$ cat config.mk
export PLATFORM = sky130hd
export DESIGN_NAME = freq_meas_seq
export DESIGN_NICKNAME = d
export VERILOG_FILES = /design/src/rtl/freq_meas_seq.sv
export SDC_FILE = /design/constraint.sdc
export NUM_CORES = 1
export LEC_CHECK = 0
export ABC_AREA = 1
export CORE_ASPECT_RATIO = 0.6
export CORE_MARGIN = 2
export CORE_UTILIZATION = 55
export DETAILED_ROUTE_END_ITERATION = 10
export PLACE_DENSITY = 0.76
export SLEW_MARGIN = 40
export SYNTH_ARGS = -nofsm -noshare
export SYNTH_HDL_FRONTEND = slang
export SYNTH_SLANG_ARGS = --single-unit
$ cat constraint.sdc
create_clock -name sys_clk -period 7 [get_ports sys_clk]
set_input_delay 0.7 -clock sys_clk [delete_from_list [all_inputs] [get_ports sys_clk]]
set_output_delay 0.7 -clock sys_clk [all_outputs]
set_load 0.02 [all_outputs]
$ cat src/rtl/freq_meas_seq.sv
// -----------------------------------------------------------------------------
// freq_meas_seq
//   Measurement sequencer for an equal-precision frequency counter. Runs
//   entirely in the sys_clk domain.
//   - Drives the software gate (gate_s) for the counter datapath.
//   - Waits for the cross-domain counts to settle, then samples them.
//   - Computes freq = CLK_STAND_FREQ * cnt_test / cnt_stand with a serial
//     restoring divider (one quotient bit per cycle).
//   - Supports single-shot or continuous runs, and a 4-step auto-range that
//     scales the gate length by 4 per step.
//
// Ports
//   sys_clk       in   1   system clock
//   sys_rst       in   1   asynchronous active-high reset
//   start         in   1   1-cycle request, accepted only when idle
//   abort         in   1   level; forces idle, no result published
//   cont_mode     in   1   re-arm automatically after each result
//   auto_en       in   1   enable auto-ranging
//   range_init    in   2   range loaded when start is accepted
//   cnt_test_reg  in   28  latched clk_test count
//   cnt_stand_reg in   28  latched clk_stand count
//   gate_s        out  1   software gate, registered
//   busy          out  1   high whenever not idle
//   range_cur     out  2   active range; gate = GATE_BASE << (2*range_cur)
//   freq          out  34  last valid frequency in Hz
//   freq_valid    out  1   1-cycle pulse when freq updates
//   err_zero      out  1   1-cycle pulse when cnt_stand_reg was zero
// -----------------------------------------------------------------------------
module freq_meas_seq #(
  parameter logic [27:0] CLK_STAND_FREQ = 28'd60_000_000,
  parameter logic [27:0] GATE_BASE      = 28'd375_000,
  parameter logic [27:0] LEAD_CYC       = 28'd3_000_000,
  parameter logic [27:0] SETTLE_CYC     = 28'd3_000_000,
  parameter logic [27:0] MIN_CNT        = 28'd1_000,
  parameter logic [27:0] MAX_CNT        = 28'd200_000_000
) (
  input  logic        sys_clk,
  input  logic        sys_rst,
  input  logic        start,
  input  logic        abort,
  input  logic        cont_mode,
  input  logic        auto_en,
  input  logic [1:0]  range_init,
  input  logic [27:0] cnt_test_reg,
  input  logic [27:0] cnt_stand_reg,
  output logic        gate_s,
  output logic        busy,
  output logic [1:0]  range_cur,
  output logic [33:0] freq,
  output logic        freq_valid,
  output logic        err_zero
);

  typedef enum logic [2:0] {
    ST_IDLE   = 3'd0,
    ST_LEAD   = 3'd1,
    ST_GATE   = 3'd2,
    ST_SETTLE = 3'd3,
    ST_CHECK  = 3'd4,
    ST_DIV    = 3'd5,
    ST_DONE   = 3'd6
  } state_t;

  // Gate length for a given range: GATE_BASE * 4^range.
  function automatic logic [27:0] gate_len(input logic [1:0] r);
    gate_len = GATE_BASE << {r, 1'b0};
  endfunction

  // Quotients that do not fit in 34 bits clamp to all-ones.
  function automatic logic [33:0] sat_freq(input logic [55:0] q);
    if (q[55:34] != 22'd0) begin
      sat_freq = 34'h3_FFFF_FFFF;
    end else begin
      sat_freq = q[33:0];
    end
  endfunction

  state_t      state;
  state_t      next_state;
  state_t      rearm_state;

  logic [27:0] timer;
  logic [27:0] test_smp;
  logic [27:0] divisor;
  logic [55:0] div_q;       // dividend shifts out the top, quotient shifts in
  logic [27:0] div_rem;
  logic [5:0]  div_cnt;

  logic        accept_start;
  logic        do_range_up;
  logic        do_range_dn;
  logic        do_err;
  logic        do_load;
  logic        div_last;

  logic [28:0] rem_shift;
  logic [28:0] rem_diff;
  logic        q_bit;
  logic [27:0] rem_next;
  logic [55:0] quot_next;
  logic [55:0] product;

  // After a result or a zero-count error the run either re-arms or idles.
  assign rearm_state = cont_mode ? ST_LEAD : ST_IDLE;
  assign product     = 56'(CLK_STAND_FREQ) * 56'(cnt_test_reg);

  // State register.
  always_ff @(posedge sys_clk or posedge sys_rst) begin
    if (sys_rst) begin
      state <= ST_IDLE;
    end else begin
      state <= next_state;
    end
  end

  // Next-state decode and one-cycle action strobes; abort overrides everything.
  always_comb begin
    next_state   = state;
    accept_start = 1'b0;
    do_range_up  = 1'b0;
    do_range_dn  = 1'b0;
    do_err       = 1'b0;
    do_load      = 1'b0;
    div_last     = 1'b0;
    if (abort) begin
      next_state = ST_IDLE;
    end else begin
      case (state)
        ST_IDLE: begin
          if (start) begin
            next_state   = ST_LEAD;
            accept_start = 1'b1;
          end else begin
            next_state = ST_IDLE;
          end
        end
        ST_LEAD: begin
          if (timer == 28'd0) begin
            next_state = ST_GATE;
          end else begin
            next_state = ST_LEAD;
          end
        end
        ST_GATE: begin
          if (timer == 28'd0) begin
            next_state = ST_SETTLE;
          end else begin
            next_state = ST_GATE;
          end
        end
        ST_SETTLE: begin
          if (timer == 28'd0) begin
            next_state = ST_CHECK;
          end else begin
            next_state = ST_SETTLE;
          end
        end
        ST_CHECK: begin
          if (cnt_stand_reg == 28'd0) begin
            do_err     = 1'b1;
            next_state = rearm_state;
          end else if (auto_en && (cnt_test_reg < MIN_CNT) && (range_cur != 2'd3)) begin
            do_range_up = 1'b1;
            next_state  = ST_LEAD;
          end else begin
            do_load    = 1'b1;
            next_state = ST_DIV;
          end
        end
        ST_DIV: begin
          if (div_cnt == 6'd55) begin
            div_last   = 1'b1;
            next_state = ST_DONE;
          end else begin
            next_state = ST_DIV;
          end
        end
        ST_DONE: begin
          next_state = rearm_state;
          if (auto_en && (test_smp >= MAX_CNT) && (range_cur != 2'd0)) begin
            do_range_dn = 1'b1;
          end else begin
            do_range_dn = 1'b0;
          end
        end
        default: begin
          next_state = ST_IDLE;
        end
      endcase
    end
  end

  // One restoring-division step. The divisor is never zero here, so the
  // remainder stays below it and the shifted remainder is below 2*divisor:
  // bit 28 of the difference is therefore exactly the borrow.
  always_comb begin
    rem_shift = {div_rem, div_q[55]};
    rem_diff  = rem_shift - {1'b0, divisor};
    q_bit     = ~rem_diff[28];
    if (q_bit) begin
      rem_next = rem_diff[27:0];
    end else begin
      rem_next = rem_shift[27:0];
    end
    quot_next = {div_q[54:0], q_bit};
  end

  // Shared down-timer: loaded with length-1 on entry to LEAD/GATE/SETTLE,
  // the state is left on the cycle the timer reads zero.
  always_ff @(posedge sys_clk or posedge sys_rst) begin
    if (sys_rst) begin
      timer <= 28'd0;
    end else if (next_state != state) begin
      case (next_state)
        ST_LEAD:   timer <= LEAD_CYC - 28'd1;
        ST_GATE:   timer <= gate_len(range_cur) - 28'd1;
        ST_SETTLE: timer <= SETTLE_CYC - 28'd1;
        default:   timer <= 28'd0;
      endcase
    end else if (timer != 28'd0) begin
      timer <= timer - 28'd1;
    end else begin
      timer <= timer;
    end
  end

  // Active range: loaded on start, stepped up in CHECK, stepped down in DONE.
  always_ff @(posedge sys_clk or posedge sys_rst) begin
    if (sys_rst) begin
      range_cur <= 2'd0;
    end else if (accept_start) begin
      range_cur <= range_init;
    end else if (do_range_up) begin
      range_cur <= range_cur + 2'd1;
    end else if (do_range_dn) begin
      range_cur <= range_cur - 2'd1;
    end else begin
      range_cur <= range_cur;
    end
  end

  // Divider datapath: loaded from the sampled counts, then one bit per cycle.
  always_ff @(posedge sys_clk or posedge sys_rst) begin
    if (sys_rst) begin
      div_q    <= 56'd0;
      div_rem  <= 28'd0;
      div_cnt  <= 6'd0;
      divisor  <= 28'd0;
      test_smp <= 28'd0;
    end else if (do_load) begin
      div_q    <= product;
      div_rem  <= 28'd0;
      div_cnt  <= 6'd0;
      divisor  <= cnt_stand_reg;
      test_smp <= cnt_test_reg;
    end else if (state == ST_DIV) begin
      div_q    <= quot_next;
      div_rem  <= rem_next;
      div_cnt  <= div_cnt + 6'd1;
    end else begin
      div_q    <= div_q;
      div_rem  <= div_rem;
      div_cnt  <= div_cnt;
      divisor  <= divisor;
      test_smp <= test_smp;
    end
  end

  // Registered outputs; freq is written from the final divider step so it is
  // valid in the same cycle as the freq_valid pulse.
  always_ff @(posedge sys_clk or posedge sys_rst) begin
    if (sys_rst) begin
      gate_s     <= 1'b0;
      busy       <= 1'b0;
      freq       <= 34'd0;
      freq_valid <= 1'b0;
      err_zero   <= 1'b0;
    end else begin
      gate_s     <= (next_state == ST_GATE);
      busy       <= (next_state != ST_IDLE);
      freq_valid <= div_last;
      err_zero   <= do_err;
      if (div_last) begin
        freq <= sat_freq(quot_next);
      end else begin
        freq <= freq;
      end
    end
  end

endmodule

-- Word-level counts from Yosys, hierarchy flattened
Index checks and enable logic that the tools add are counted.
- register bits: 217
- logic and storage cells: 95
- bits of input ports: 64
- mux-type cells: 44
- bitwise gates (word level): 1
- reduce and logical (&&, ||, !) cells: 15
- shift operators: 1
- multipliers: 1
- magnitude comparators: 2
- $add $sub $neg: 6
- eq/ne operators: 12
- operator list (kind ; count):
    two-way mux 28 bit ; 5
    two-way mux 56 bit ; 2
    logical NOT 28 bit ; 2
    case mux 28 bit (2 select lines) ; 1
    subtractor 28 x 1 -> 28 bit, second input constant ; 2
    multiplier 18 x 28 -> 46 bit, first input constant ; 1
    two-way mux 34 bit ; 1
    subtractor 29 x 28 -> 29 bit ; 1
    greater-or-equal comparator 28 bit, second input constant ; 1
    < comparator 28 x 10 -> 1 bit, second input constant ; 1
    nonzero test 28 bit ; 1
    left shift 19 x 3 -> 28 bit, first input constant ; 1
    two-way mux 1 bit ; 23
    nonzero test 22 bit ; 1
    case mux 3 bit (7 select lines) ; 1
    equality test 3 x 2 -> 1 bit, second input constant ; 4
    two-way mux 3 bit ; 4
    two-way mux 6 bit ; 2
    two-way mux 2 bit ; 5
    equality test 3 bit, second input constant ; 3
    adder 6 x 1 -> 6 bit, second input constant ; 1
    equality test 3 x 1 -> 1 bit, second input constant ; 2
    equality test 6 bit, second input constant ; 1
    nonzero test 2 bit ; 3
    other kinds (9) ; 13

-- Logic depth before layout (Yosys ltp)
Gate-level depths: netlist (run 1).
- word-level depth: 11
- gate-level depth with buffers: 24

-- Worst setup path before layout (run 1)
Ideal clock, no wire load.
- path kind: input port to flip-flop
- start point: input port cnt_test_reg[8]
- end point: register div_q[34]
- library setup time: 0.139 ns
- slack: 1.415 ns
- stages on the path: 19
- required time: 6.861 ns
- arrival time: 5.446 ns
- path through: fa_1 > inv_1 > fa_1 > inv_1 > fa_1 > inv_1 > fa_1 > fa_1 > fa_1 > inv_1 > ha_1 > nand2_1 > nor2_1 > inv_1 > nor4_1 > a21oi_1 > or2_2 > nand3_1 > o221ai_1
- cells in the longest elaborated chain, start to end: 8
- elaborated cells between the ends (all ways): 10
- those cells by class: 1 x mul; 1 x order compare; 5 x mux; 3 x reduce/logical
- ends and longest elaborated chain (element ; RTL line ; source):
    from (decl) ; 44 ; input logic [27:0] cnt_test_reg,
    parallel branches: the longest is 8 deep, another holds multiplier 18 x 28 -> 46 bit ; n/a ;
    to (signal assigned) ; 251 ; div_q <= product;
    to (signal assigned) ; 257 ; div_q <= quot_next;
    to (signal assigned) ; 261 ; div_q <= div_q;
    to (decl) ; 85 ; logic [55:0] div_q;
Parallel ways; which one is timed is not known.
A chain may end at the register's enable or synchronous reset.

-- Worst setup path after layout (run 1)
- start point: input port cnt_test_reg[6]
- end point: register div_q[34]
The elaborated chain is that of the path after synthesis.

==> results by stage, run 1 <==
Global route:
- The total track usage is 0.3005.
- For this run the aggregate overflow at the end of global routing stands at 0.
- The first global-routing pass estimated 94520 µm of wire.
- The number of global-route vias before repair is 17257.
- The number of antenna violations at the first check in global routing was 0.
- Entering global routing, the biggest net connects 133 pins.

Pwr:
- The total power draw is 11.70 mW.
- The sequential fraction of design power is 0.136.
- The power per standard cell area is 503.1 nW/µm².
- Of the total power, the clock network draws 0.111.
- The combinational power share is 0.753.
- The proportion of total power due to net switching is 0.5526.
- For this design the total switching power over the nets is 6.465 mW.
- For this design the static power due to leakage is 12.12 nW.
- The worst-case IR drop observed on VDD is 504.3 µV.
- The internal power of the cells totals 5.234 mW.

Yosys:
- In this run, synthesis inferred 0 flip-flops with an integrated enable.
- Synthesis instantiated 50 different standard cells from the library.
- For this run, the number of Yosys warnings is 0.
- Of all flip-flops after synthesis, the portion carrying an async set or reset was 1.000.
- In the post-synthesis netlist, the biggest area contributors are sky130_fd_sc_hd__dfrtp_1, sky130_fd_sc_hd__fa_1, sky130_fd_sc_hd__ha_1, sky130_fd_sc_hd__inv_1, sky130_fd_sc_hd__nand2_1.
- The dominant register cell in the synthesized netlist is sky130_fd_sc_hd__dfrtp_1.
- The flip-flop and latch count after synthesis is 208.
- The post-synthesis area per instance is 8.071 µm².
- The number of nets in the synthesized netlist is 3078.
- Of the post-synthesis cell area, the dominant cell type holds 0.2493.
- Summed over all instances, the cell type with the most area after synthesis is sky130_fd_sc_hd__dfrtp_1.
- The share of the Yosys chip area taken by registers is 0.2493.
- The number of standard cells after synthesis is 2587.
- After synthesis the cells add up to 20880 µm².

Worst setup path:
- The stage delay of the slowest cell on the critical path is 0.70 ns.
- The highest fanout seen on the critical path is 7.
- The setup check on the worst reg-to-reg path leaves a slack of 3.23 ns.
- The critical-path cell with the highest stage delay is sky130_fd_sc_hd__fa_1.
- The path type of the worst setup path is input pin to flop.
- The type of element launching the critical path is an input pin.
- The critical path goes through clkdlybuf4s50_1 -> fa_1 -> inv_1 -> fa_1 -> inv_1 -> fa_1 -> inv_1 -> fa_1 -> fa_1 -> fa_1 -> inv_1 -> ha_1 -> nand2_1 -> nor2_1 -> inv_1 -> nor4_1 -> a21oi_1 -> or2_2 -> nand3_1 -> o221ai_1.
- The data arrival time of the worst path is 6.83 ns.
- The cell repeated most along the worst path is sky130_fd_sc_hd__fa_1.
- The kind of end point of the critical path is a flop.
- At the worst endpoint, the required time is 7.39 ns.

Min path:
- The path class of the tightest hold or removal check is flop to flop.

Drt:
- The length of the first detailed-routing pass in iterations is 6.
- The post-detailed-route wirelength per cell is 18.28 µm.
- The residual antenna-violating net count after detailed routing is 0.
- After detailed routing, the number of remaining DRC violations is 0.
- The total wire length is 58660 µm.
- In the routed layout, each cell is associated on average with a via count of 5.529.
- Summing over every cut layer, the via total after detailed routing is 17742.
- The first routing iteration left 1815 violations.

Clock network:
- The CTS clock-pin slew for the worst setup and hold paths is 0.06 ns.
- The number of buffers inserted during clock tree synthesis is 22.
- Counting along the longest clock path gives a buffer depth of 3.
- The TritonCTS clock tree is done.
- CTS built an H-tree with a depth of 1.
- The number of clock sinks seen by CTS is 208.
- The clock reaches the later pin of the worst-skew pair after 0.54 ns.
- In this run the clock root is driven by a sky130_fd_sc_hd__clkbuf_16.
- Hold repair after CTS inserted 0 buffers.
- The number of resized instances in the post-cts repair step is 0.
- The post-CTS repair timing setup buffer count is 0.

Place:
- Routability-driven placement finished with a final weighted congestion of 1.010.
- Once placement completed, the tool counted placed cells totaling 3170.
- Timing analysis after detailed placement gives a worst setup slack of 0.05250 ns.
- The quantity of I/O buffers inserted on ports is 103.
- Summed over all nets, the half-perimeter wirelength after detailed placement is 46830 µm.

STA:
- The final number of hold-violating endpoints is 0.
- The total negative slack is 0 ns.
- In the post-route analysis, the smallest setup slack over all paths is 0.5576 ns.
- The worst slack on hold paths is 0.4892 ns.
- The post-route fraction of the period consumed by the critical path is 0.9203.
- The number of max-slew violations in the final report is 0.
- In this run the tightest slew margin relative to its limit is 0.3987.
- The transition time at the pin with the least slew margin is 0.8998 ns.
- Timing would allow up to 155.2 MHz.
- The setup clock skew after layout is 0.01507 ns.
- The clock period could shrink to 6.442 ns.
- Setup repair after global routing left no endpoint under its margin.
- Setup violations remaining at the end of the flow were counted as 0.

Floorplan:
- Row generation in the floorplan step produced 55 rows.
- The area of the die is 39590 µm².
- In this run the count of I/O pins placed on the die edge is 104.
- The region available for standard cell placement spans 37570 µm².
- Measured along the x axis, the die boundary spans 255.5 µm.
- The starting utilization of the core area is 0.5557.
- The die is 154.9 µm tall.

Layout:
- The layout cell share with drive strength beyond 1 is 0.04191.
- The area overhead of the layout relative to synthesis is 11.39%.
- In the layout the commonest cells are sky130_fd_sc_hd__inv_1, sky130_fd_sc_hd__nand2_1, sky130_fd_sc_hd__ha_1.
- After the last flow step, the layout net total stands at 3172.
- The number of antenna diodes in the final layout is 0.
- The final standard cell count with taps included and fillers excluded is 3209.

Flow run:
- The number of maximum-capacitance violations is 0.

Status:
- The run finished with clean final reports.
## worst max-delay path, delay by kind of cell
family | cells | cell delay (ns)
AO/OA/AOI/OAI | 2 | 0.25
adder cells (fa/ha/maj) | 7 | 3.71
buffers and inverters | 6 | 0.98
AND/OR/NAND/NOR | 5 | 1.20
## area by class of cell
type / count / area, µm²
inverters: 518 / 1962
well taps: 513 / 641.9
fillers: 3307 / 14320
clock buffers: 27 / 610.6
flip-flops and latches: 208 / 5205
multi-input cells: 1805 / 13460
clock inverters: 12 / 172.7
repair buffers: 126 / 1207
## metal layers
| metal | GRT usage | wire [µm] |
|---|---|---|
| met4 | 0.05764 | 1162 |
| met2 | 0.4160 | 23270 |
| met1 | 0.4726 | 28710 |
| met5 | 0 | 0 |
| met3 | 0.07511 | 5514 |
## logic make-up after synthesis
group / share of synthesized area
AND/OR/NAND/NOR: 0.1883
AO/OA/AOI/OAI: 0.1137
flip-flops: 0.2493
buffers and inverters: 0.1063
adder cells (fa/ha/maj): 0.3159
XOR/XNOR: 0.02643
## per-stage QoR
stage / area, µm² / utilization
6_report: 23260 / 0.6189
5_1_grt: 23260 / 0.6189
4_1_cts: 23260 / 0.6189
3_5_place_dp: 22470 / 0.5981
3_3_place_gp: 22460 / 0.5978
2_1_floorplan: 20880 / -
## power by group through the flow
stage	logic [mW]	registers, mW	clock network (mW)
after detailed placement	8.56	1.61	0
after floorplan	6.00	1.57	0
final	8.81	1.59	1.30
after global routing	9.80	1.62	1.36
after CTS	8.64	1.59	1.32
after global placement	8.54	1.60	0
## synth_stat cells, types with 12 or more instances
library cell,number
sky130_fd_sc_hd__clkbuf_1,36
sky130_fd_sc_hd__a21oi_1,114
sky130_fd_sc_hd__nand2_1,506
sky130_fd_sc_hd__nor2_1,184
sky130_fd_sc_hd__ha_1,260
sky130_fd_sc_hd__o221ai_1,29
sky130_fd_sc_hd__nor3_1,31
sky130_fd_sc_hd__o21ai_0,142
sky130_fd_sc_hd__a2bb2oi_1,33
sky130_fd_sc_hd__dfrtp_1,208
sky130_fd_sc_hd__nand4_1,42
sky130_fd_sc_hd__inv_1,507
sky130_fd_sc_hd__xnor2_1,25
sky130_fd_sc_hd__a31oi_1,12
sky130_fd_sc_hd__nand3_1,107
sky130_fd_sc_hd__xor2_1,38
sky130_fd_sc_hd__o21bai_1,13
sky130_fd_sc_hd__fa_1,167
## flip-flops by register name, indices dropped and copies added, names as in the netlist, 2 cells and up
register,flops
timer,28
div_cnt,6
freq,34
div_q,56
state,3
div_rem,28
divisor,28
range_cur,2
test_smp,19
## worst paths after layout
kind | start | end | cells after the start
worst max-delay path | cnt_test_reg[6] | div_q[34] | 20
worst min-delay path | test_smp[13] | test_smp[13] | 2
worst max register to register | state[2] | freq[18] | 11
worst min register to register | test_smp[13] | test_smp[13] | 2
max in group asynchronous | sys_rst | div_q[37] | 3
min in group asynchronous | sys_rst | div_rem[22] | 2
Power figures use the tool's default switching activity.
==> run 2: changes to the inputs <==
--- a/config.mk
+++ b/config.mk
@@ -6,11 +6,12 @@
 export NUM_CORES = 1
 export LEC_CHECK = 0
 export ABC_AREA = 1
-export CORE_ASPECT_RATIO = 0.6
+export CELL_PAD_IN_SITES_DETAIL_PLACEMENT = 1
+export CELL_PAD_IN_SITES_GLOBAL_PLACEMENT = 2
 export CORE_MARGIN = 2
-export CORE_UTILIZATION = 55
+export CORE_UTILIZATION = 38
 export DETAILED_ROUTE_END_ITERATION = 10
-export PLACE_DENSITY = 0.76
+export PLACE_DENSITY = 0.84
 export SLEW_MARGIN = 40
 export SYNTH_ARGS = -nofsm -noshare
 export SYNTH_HDL_FRONTEND = slang
==> results by stage, run 2 (synthesis gave the netlist of run 1 again) <==
Layout:
- The area growth from synthesis to layout is 13.54%.
- div_q holds more flip-flops than any other register.
- The largest registers in the layout are div_q: 56 flops, freq: 34 flops.
- The library cells used most frequently in the layout, excluding fill and tap cells, are sky130_fd_sc_hd__inv_1, sky130_fd_sc_hd__nand2_1, sky130_fd_sc_hd__ha_1.
- The area occupied by registers is 5205 µm² (unchanged).
- The number of antenna cells inserted is 0 (unchanged).
- The number of fill cells is 6586 (+99%).
- The area of all placed cells without fillers came to 23710 µm² (+1.9%).
- The area of combinational cells with multiple inputs is 13460 µm² (about the same).
- The number of flip-flops under the largest register name is 56 (unchanged).
- The leading cell type in the layout, fill and taps excluded is sky130_fd_sc_hd__inv_1.
- The final standard cell count with taps included and fillers excluded is 3419 (+6.5%).
- The total number of nets in the final design is 3196 (+0.76%).
- The layout cell share with drive strength beyond 1 is 0.05031 (+0.008398).

Status:
- The flow ran to the end, and the final reports show no timing, DRC or antenna violations.

Drt:
- The total wire length is 64330 µm (+9.7%).
- The via count normalized by instance count is 5.115 (-7.5%).
- The length of the first detailed-routing pass in iterations came to 4 (-2).
- The post-detailed-route wirelength per cell is 18.81 µm (+2.9%).
- The DRC violations left is 0 (unchanged).
- The total via count in the routed design is 17489 (-1.4%).
- The starting DRC count in detailed routing is 898 (-51%).
- The residual antenna-violating net count after detailed routing is 0 (unchanged).

STA:
- The number of max-slew violations in the final report is 0 (unchanged).
- The post-route fraction of the period consumed by the critical path was 0.9295 (+0.009194).
- The post-layout minimum cycle time is 6.507 ns (+0.06436 ns).
- The transition time at the pin with the least slew margin is 0.7960 ns (-0.1037 ns).
- The final number of hold-violating endpoints was 0 (unchanged).
- The maximum clock frequency was 153.7 MHz (-0.99%).
- The final setup violation count is 0 (unchanged).
- The total negative slack is 0 ns (unchanged).
- Setup repair after global routing left no endpoint under its margin.
- The setup clock skew after layout is 0.01292 ns (-0.002146 ns).
- The worst slew slack as a fraction of its limit came to 0.4693 (+0.07062).
- The worst slack on hold paths is 0.4867 ns (-0.002523 ns).

Pwr:
- The internal cell power is 5.438 mW (+3.9%).
- The total power draw is 12.02 mW (+2.7%).
- The sequential fraction of design power is 0.133 (-0.003).
- The power per standard cell area is 506.9 nW/µm² (+0.77%).
- The switching component of the power is 6.580 mW (+1.8%).
- The peak ir drop on the vdd network is 343.5 µV (-32%).
- The static power due to leakage is 12.25 nW (+1.1%).
- The proportion of total power due to net switching was 0.5475 (-0.005117).
- The fraction of power consumed by the clock network is 0.113 (+0.002).
- The combinational power share came to 0.754 (about the same).

Global route:
- The routing usage on met2 is 0.4037 (-0.01236).
- The number of global-route vias before repair is 18841 (+9.2%).
- The number of antenna violations at the first check in global routing is 0 (unchanged).
- The total track usage is 0.2292 (-0.07130).
- The wire length of the first global-routing pass came to 103200 µm (+9.2%).
- The largest net degree at the start of global routing is 107 (-20%).
- The overflow left after global routing is 0 (unchanged).
- The routing usage on met1 is 0.3071 (-0.1655).
- The met3 track utilization from global routing is 0.02001 (-0.05509).
- met2 is the most crowded layer.

Clock network:
- The number of resized instances in the post-cts repair step came to 0 (unchanged).
- The cell sitting at the root of the clock tree is a sky130_fd_sc_hd__clkbuf_16.
- The latest clock arrival within the worst-skew pair is 0.57 ns (+0.03 ns).
- The number of buffers inserted during clock tree synthesis is 27 (+23%).
- The clock tree buffer depth is 3 (unchanged).
- TritonCTS built the clock tree.
- The post-CTS repair timing setup buffer count was 0 (unchanged).
- The number of clock sinks seen by CTS is 208 (unchanged).
- The CTS clock-pin slew for the worst setup and hold paths came to 0.06 ns (about the same).
- The number of buffers added to fix hold violations after cts came to 0 (unchanged).
- The H-tree depth was 1 (unchanged).

Floorplan:
- The number of standard-cell rows in the floorplan is 85 (+55%).
- The total I/O pin count was 104 (unchanged).
- The die height came to 238.4 µm (+54%).
- The starting utilization of the core area came to 0.3865 (-0.1692).
- The die outline width is 238.4 µm (-6.7%).
- The total core area is 54030 µm² (+44%).
- The area of the die is 56830 µm² (+44%).

Worst setup path:
- STA classifies the critical path endpoint as a flop.
- The worst-case reg-to-reg path depth is 10 (-1).
- The setup path with the least slack is of type input pin to flop.
- The type of element launching the critical path is an input pin.
- The highest fanout seen on the critical path is 7 (unchanged).
- The data arrival time of the worst path came to 6.94 ns (+0.11 ns).
- The required time of the critical path was 7.43 ns (+0.04 ns).

Min path:
- The number of cells on the worst hold path is 2 (unchanged).
- The class of the most critical hold timing path is flop to flop.

Place:
- The weighted congestion reported at the end of routability-driven placement is 0.9073 (-10%).
- The cell count after placement is 3372 (+6.4%).
- The quantity of I/O buffers inserted on ports is 103 (unchanged).
- The post-detailed-placement half-perimeter wirelength is 53140 µm (+13%).
- The area after detailed placement was 22850 µm² (+1.7%).

Flow run:
- The number of maximum-capacitance violations is 0 (unchanged).
## run 2: cell count changes in the layout (fill, tap and decap cells not counted), moves of 4 or more
cell	before	now
sky130_fd_sc_hd__clkbuf_16	23	27
sky130_fd_sc_hd__clkbuf_8	2	7
sky130_fd_sc_hd__bufinv_16	4	0
sky130_fd_sc_hd__buf_4	22	41
sky130_fd_sc_hd__clkbuf_1	2	6
## run 2: worst max-delay path, stage by stage
cell and delay [ns]:
sky130_fd_sc_hd__clkdlybuf4s50_1 0.65, sky130_fd_sc_hd__fa_1 0.73, sky130_fd_sc_hd__inv_1 0.10, sky130_fd_sc_hd__fa_1 0.51, sky130_fd_sc_hd__inv_1 0.05, sky130_fd_sc_hd__fa_1 0.50
sky130_fd_sc_hd__inv_1 0.05, sky130_fd_sc_hd__fa_1 0.51, sky130_fd_sc_hd__fa_1 0.55, sky130_fd_sc_hd__fa_1 0.57, sky130_fd_sc_hd__inv_1 0.05, sky130_fd_sc_hd__ha_1 0.42
sky130_fd_sc_hd__nand2_1 0.11, sky130_fd_sc_hd__nor2_1 0.23, sky130_fd_sc_hd__inv_1 0.07, sky130_fd_sc_hd__nor2_1 0.22, sky130_fd_sc_hd__and3_1 0.29, sky130_fd_sc_hd__a21oi_1 0.11
sky130_fd_sc_hd__or2_2 0.28, sky130_fd_sc_hd__nand3_1 0.14, sky130_fd_sc_hd__o211ai_1 0.12
## run 2: worst paths after layout
check / start / end / slack (ns)
worst min-delay path: test_smp[10] / test_smp[10] / 0.49
worst min register to register: test_smp[10] / test_smp[10] / 0.49
worst max-delay path: cnt_test_reg[12] / div_q[37] / 0.49
min in group asynchronous: sys_rst / divisor[22] / 0.62
worst max register to register: state[2] / freq[23] / 3.31
max in group asynchronous: sys_rst / div_q[14] / 5.32
## run 2: area by class of cell
cell class | instances | area share
clock buffers | 40 | 0.03351
clock inverters | 7 | 0.002428
inverters | 518 | 0.08286
multi-input cells | 1805 | 0.5680
flip-flops and latches | 208 | 0.2196
well taps | 696 | 0.03673
repair buffers | 145 | 0.05695
## run 2: power groups by stage
stage | Sequential [mW] | Clock, mW | Combinational [mW]
6_report | 1.59 | 1.36 | 9.07
2_1_floorplan | 1.57 | 0 | 6.00
3_5_place_dp | 1.61 | 0 | 9.14
4_1_cts | 1.59 | 1.40 | 9.20
3_3_place_gp | 1.60 | 0 | 9.03
5_1_grt | 1.62 | 1.45 | 10.2
## run 2: per-layer routing
layer  vias up  wire length [µm]
met5         -                 0
met4         0              1276
met3        59              1705
met2       216             31780
met1      8672             29570
li1       8542                 -
## run 2: per-stage QoR
stage                 util  worst slack [ns]
detailed placement  0.4229          -0.09753
CTS                 0.4386            0.4946
finish              0.4388            0.4933
floorplan                -            0.6192
global placement    0.4226          -0.08860
global route        0.4388            0.2061
==> run 3: changes to the inputs <==
--- a/config.mk
+++ b/config.mk
@@ -9,9 +9,9 @@
 export CELL_PAD_IN_SITES_DETAIL_PLACEMENT = 1
 export CELL_PAD_IN_SITES_GLOBAL_PLACEMENT = 2
 export CORE_MARGIN = 2
-export CORE_UTILIZATION = 38
+export CORE_UTILIZATION = 30
 export DETAILED_ROUTE_END_ITERATION = 10
-export PLACE_DENSITY = 0.84
+export PLACE_DENSITY = 0.69
 export SLEW_MARGIN = 40
 export SYNTH_ARGS = -nofsm -noshare
 export SYNTH_HDL_FRONTEND = slang
==> results by stage, run 3 (synthesis gave the netlist of run 1 again) <==
Pwr:
- The power per standard cell area is 511.2 nW/µm² (+0.84%).
- The total power draw is 12.37 mW (+2.9%).
- The peak ir drop on the vdd network was 372.0 µV (+8.3%).
- The static power due to leakage came to 12.36 nW (+0.89%).

Drt:
- The via count normalized by instance count came to 4.716 (-7.8%).
- The total wire length is 67370 µm (+4.7%).
- The length of the first detailed-routing pass in iterations is 5 (+1).
- The post-detailed-route wirelength per cell came to 18.32 µm (-2.6%).
- The residual antenna-violating net count after detailed routing was 0 (unchanged).
- The DRC violations left is 0 (unchanged).
- The starting DRC count in detailed routing is 730 (-19%).
- The total via count in the routed design was 17339 (-0.86%).

STA:
- The setup slack of the critical path after layout was 0.6075 ns (+0.1142 ns).
- The post-layout minimum cycle time came to 6.393 ns (-0.1142 ns).
- The total negative slack was 0 ns (unchanged).
- The setup clock skew after layout is 0.03195 ns (+0.01903 ns).
- The transition time at the pin with the least slew margin is 0.7873 ns (-0.008732 ns).
- The worst slew slack as a fraction of its limit came to 0.4751 (+0.005822).
- The maximum clock frequency is 156.4 MHz (+1.8%).
- The number of max-slew violations in the final report is 0 (unchanged).
- The final number of hold-violating endpoints is 0 (unchanged).
- Setup repair after global routing left no endpoint under its margin.
- The final setup violation count is 0 (unchanged).
- The post-route fraction of the period consumed by the critical path was 0.9132 (-0.01632).

Layout:
- Ranked by flip-flop count, first place goes to div_q.
- The final standard cell count with taps included and fillers excluded came to 3677 (+7.5%).
- The final core utilization is 0.3523 (-0.08654).
- The layout cell share with drive strength beyond 1 was 0.05790 (+0.007590).
- Leaving out fill and tap cells, the most frequent cells in the layout are sky130_fd_sc_hd__inv_1, sky130_fd_sc_hd__nand2_1, sky130_fd_sc_hd__ha_1.
- The number of antenna cells inserted is 0 (unchanged).
- The largest registers in the layout are div_q: 56 flops, freq: 34 flops.
- The total number of nets in the final design is 3216 (+0.63%).
- The number of flip-flops under the largest register name is 56 (unchanged).
- Leaving out fill and tap cells, the most frequent cell in the layout is sky130_fd_sc_hd__inv_1.
- The number of fill cells is 8347 (+27%).
- Compared with the post-synthesis result, the final layout area differs by 15.92%.

Clock network:
- The H-tree depth is 1 (unchanged).
- The number of buffers added to fix hold violations after cts was 0 (unchanged).
- The number of resized instances in the post-cts repair step is 0 (unchanged).
- The latest clock arrival within the worst-skew pair is 0.60 ns (+0.03 ns).
- The tree is rooted in a sky130_fd_sc_hd__clkbuf_16.
- The number of clock sinks seen by CTS is 208 (unchanged).
- The number of buffers inserted during clock tree synthesis was 28 (+3.7%).
- The CTS clock-pin slew for the worst setup and hold paths is 0.06 ns (about the same).
- The clock tree buffer depth is 3 (unchanged).
- The post-CTS repair timing setup buffer count is 0 (unchanged).
- The TritonCTS clock tree is done.

Global route:
- The total track usage is 0.1916 (-0.03760).
- The number of global-route vias before repair is 19145 (+1.6%).
- The largest net degree at the start of global routing is 100 (-6.5%).
- The wire length of the first global-routing pass is 107900 µm (+4.5%).
- The number of antenna violations at the first check in global routing is 0 (unchanged).
- The overflow left after global routing came to 0 (unchanged).

Worst setup path:
- The type of element launching the critical path is an input pin.
- The worst setup path is captured at a flop.
- The buffer and inverter count on the worst path is 7 (+1).
- The highest fanout seen on the critical path is 6 (-1).
- The required time of the critical path came to 7.45 ns (+0.02 ns).
- The data arrival time of the worst path was 6.84 ns (-0.10 ns).
- The critical path in this run is classified as input pin to flop.
- For this design, the slowest cell found on the critical path is sky130_fd_sc_hd__fa_1.
- The stage delay of the slowest cell on the critical path is 0.71 ns (-0.02 ns).
- Grouping stages by cell kind, the critical path spends the most delay in adder cells.
- The signal on the critical path passes through clkdlybuf4s50_1 -> fa_1 -> inv_1 -> fa_1 -> inv_1 -> fa_1 -> inv_1 -> fa_1 -> fa_1 -> fa_1 -> inv_1 -> ha_1 -> nand2_1 -> nor2_1 -> inv_1 -> nor2_1 -> inv_1 -> nor3_1 -> nand3_1 -> nand3_1 -> a21oi_1 -> o21ai_0 -> o211ai_1.

Place:
- The pre-CTS setup slack is -0.07826 ns (+0.01927 ns).
- The post-detailed-placement half-perimeter wirelength came to 55980 µm (+5.3%).
- The cell count after placement is 3626 (+7.5%).
- The quantity of I/O buffers inserted on ports was 103 (unchanged).
- The weighted congestion reported at the end of routability-driven placement is 0.9118 (+0.50%).

Floorplan:
- The die outline width is 267.8 µm (+12%).
- The die height is 267.8 µm (+12%).
- The total core area is 68710 µm² (+27%).
- The number of standard-cell rows in the floorplan was 96 (+13%).
- The total I/O pin count is 104 (unchanged).
- The area of the die is 71720 µm² (+26%).
- The starting utilization of the core area came to 0.3039 (-0.08257).

Status:
- The flow ran to the end, and the final reports show no timing, DRC or antenna violations.

Flow run:
- The number of maximum-capacitance violations is 0 (unchanged).

Min path:
- The class of the most critical hold timing path is flop to flop.
## run 3: layer usage
layer	wire (µm)	share of wire	global-route usage
met1	31190	0.46	0.2558
met2	32870	0.49	0.3324
met3	1650	0.024	0.01888
met4	1662	0.025	0.04786
met5	0	0	0
## run 3: worst reg2reg max path, delay by kind of cell, from the launching register on
family	cells	cell delay [ns]
and+or+nand+nor	12	1.91
DFF	1	0.44
buffers and inverters	4	1.03
## run 3: power breakdown
part           internal (mW)  switching (mW)  total (mW)
sequential              1.44           0.152        1.59
clock                  0.840           0.604        1.44
combinational           3.31            6.03        9.34
total                   5.59            6.78        12.4
## run 3: worst paths after layout
| check | from | to | slack [ns] | cells past startpoint |
|---|---|---|---|---|
| worst max-delay path | cnt_test_reg[11] | div_q[50] | 0.61 | 23 |
| worst min-delay path | test_smp[9] | test_smp[9] | 0.49 | 2 |
| worst max register to register | state[2] | timer[0] | 3.49 | 16 |
| worst min register to register | test_smp[9] | test_smp[9] | 0.49 | 2 |
| max in group asynchronous | sys_rst | test_smp[12] | 5.04 | 3 |
| min in group asynchronous | sys_rst | freq[7] | 0.62 | 2 |
## run 3: cell type report
cell class,count,area (µm²),area share
clock buffers,41,809.5,0.03345
clock inverters,10,111.4,0.004601
inverters,518,1959,0.08096
multi-input cells,1805,13460,0.5561
flip-flops and latches,208,5205,0.2151
well taps,931,1165,0.04813
repair buffers,164,1493,0.06168
## run 3: per-stage QoR
step | instance area (µm²) | hold WS, ns
final | 24200 | 0.4875
after global placement | 23270 | 0.4669
after floorplan | 20880 | 0.4452
after CTS | 24200 | 0.4916
after global routing | 24200 | 0.5309
after detailed placement | 23280 | 0.4774
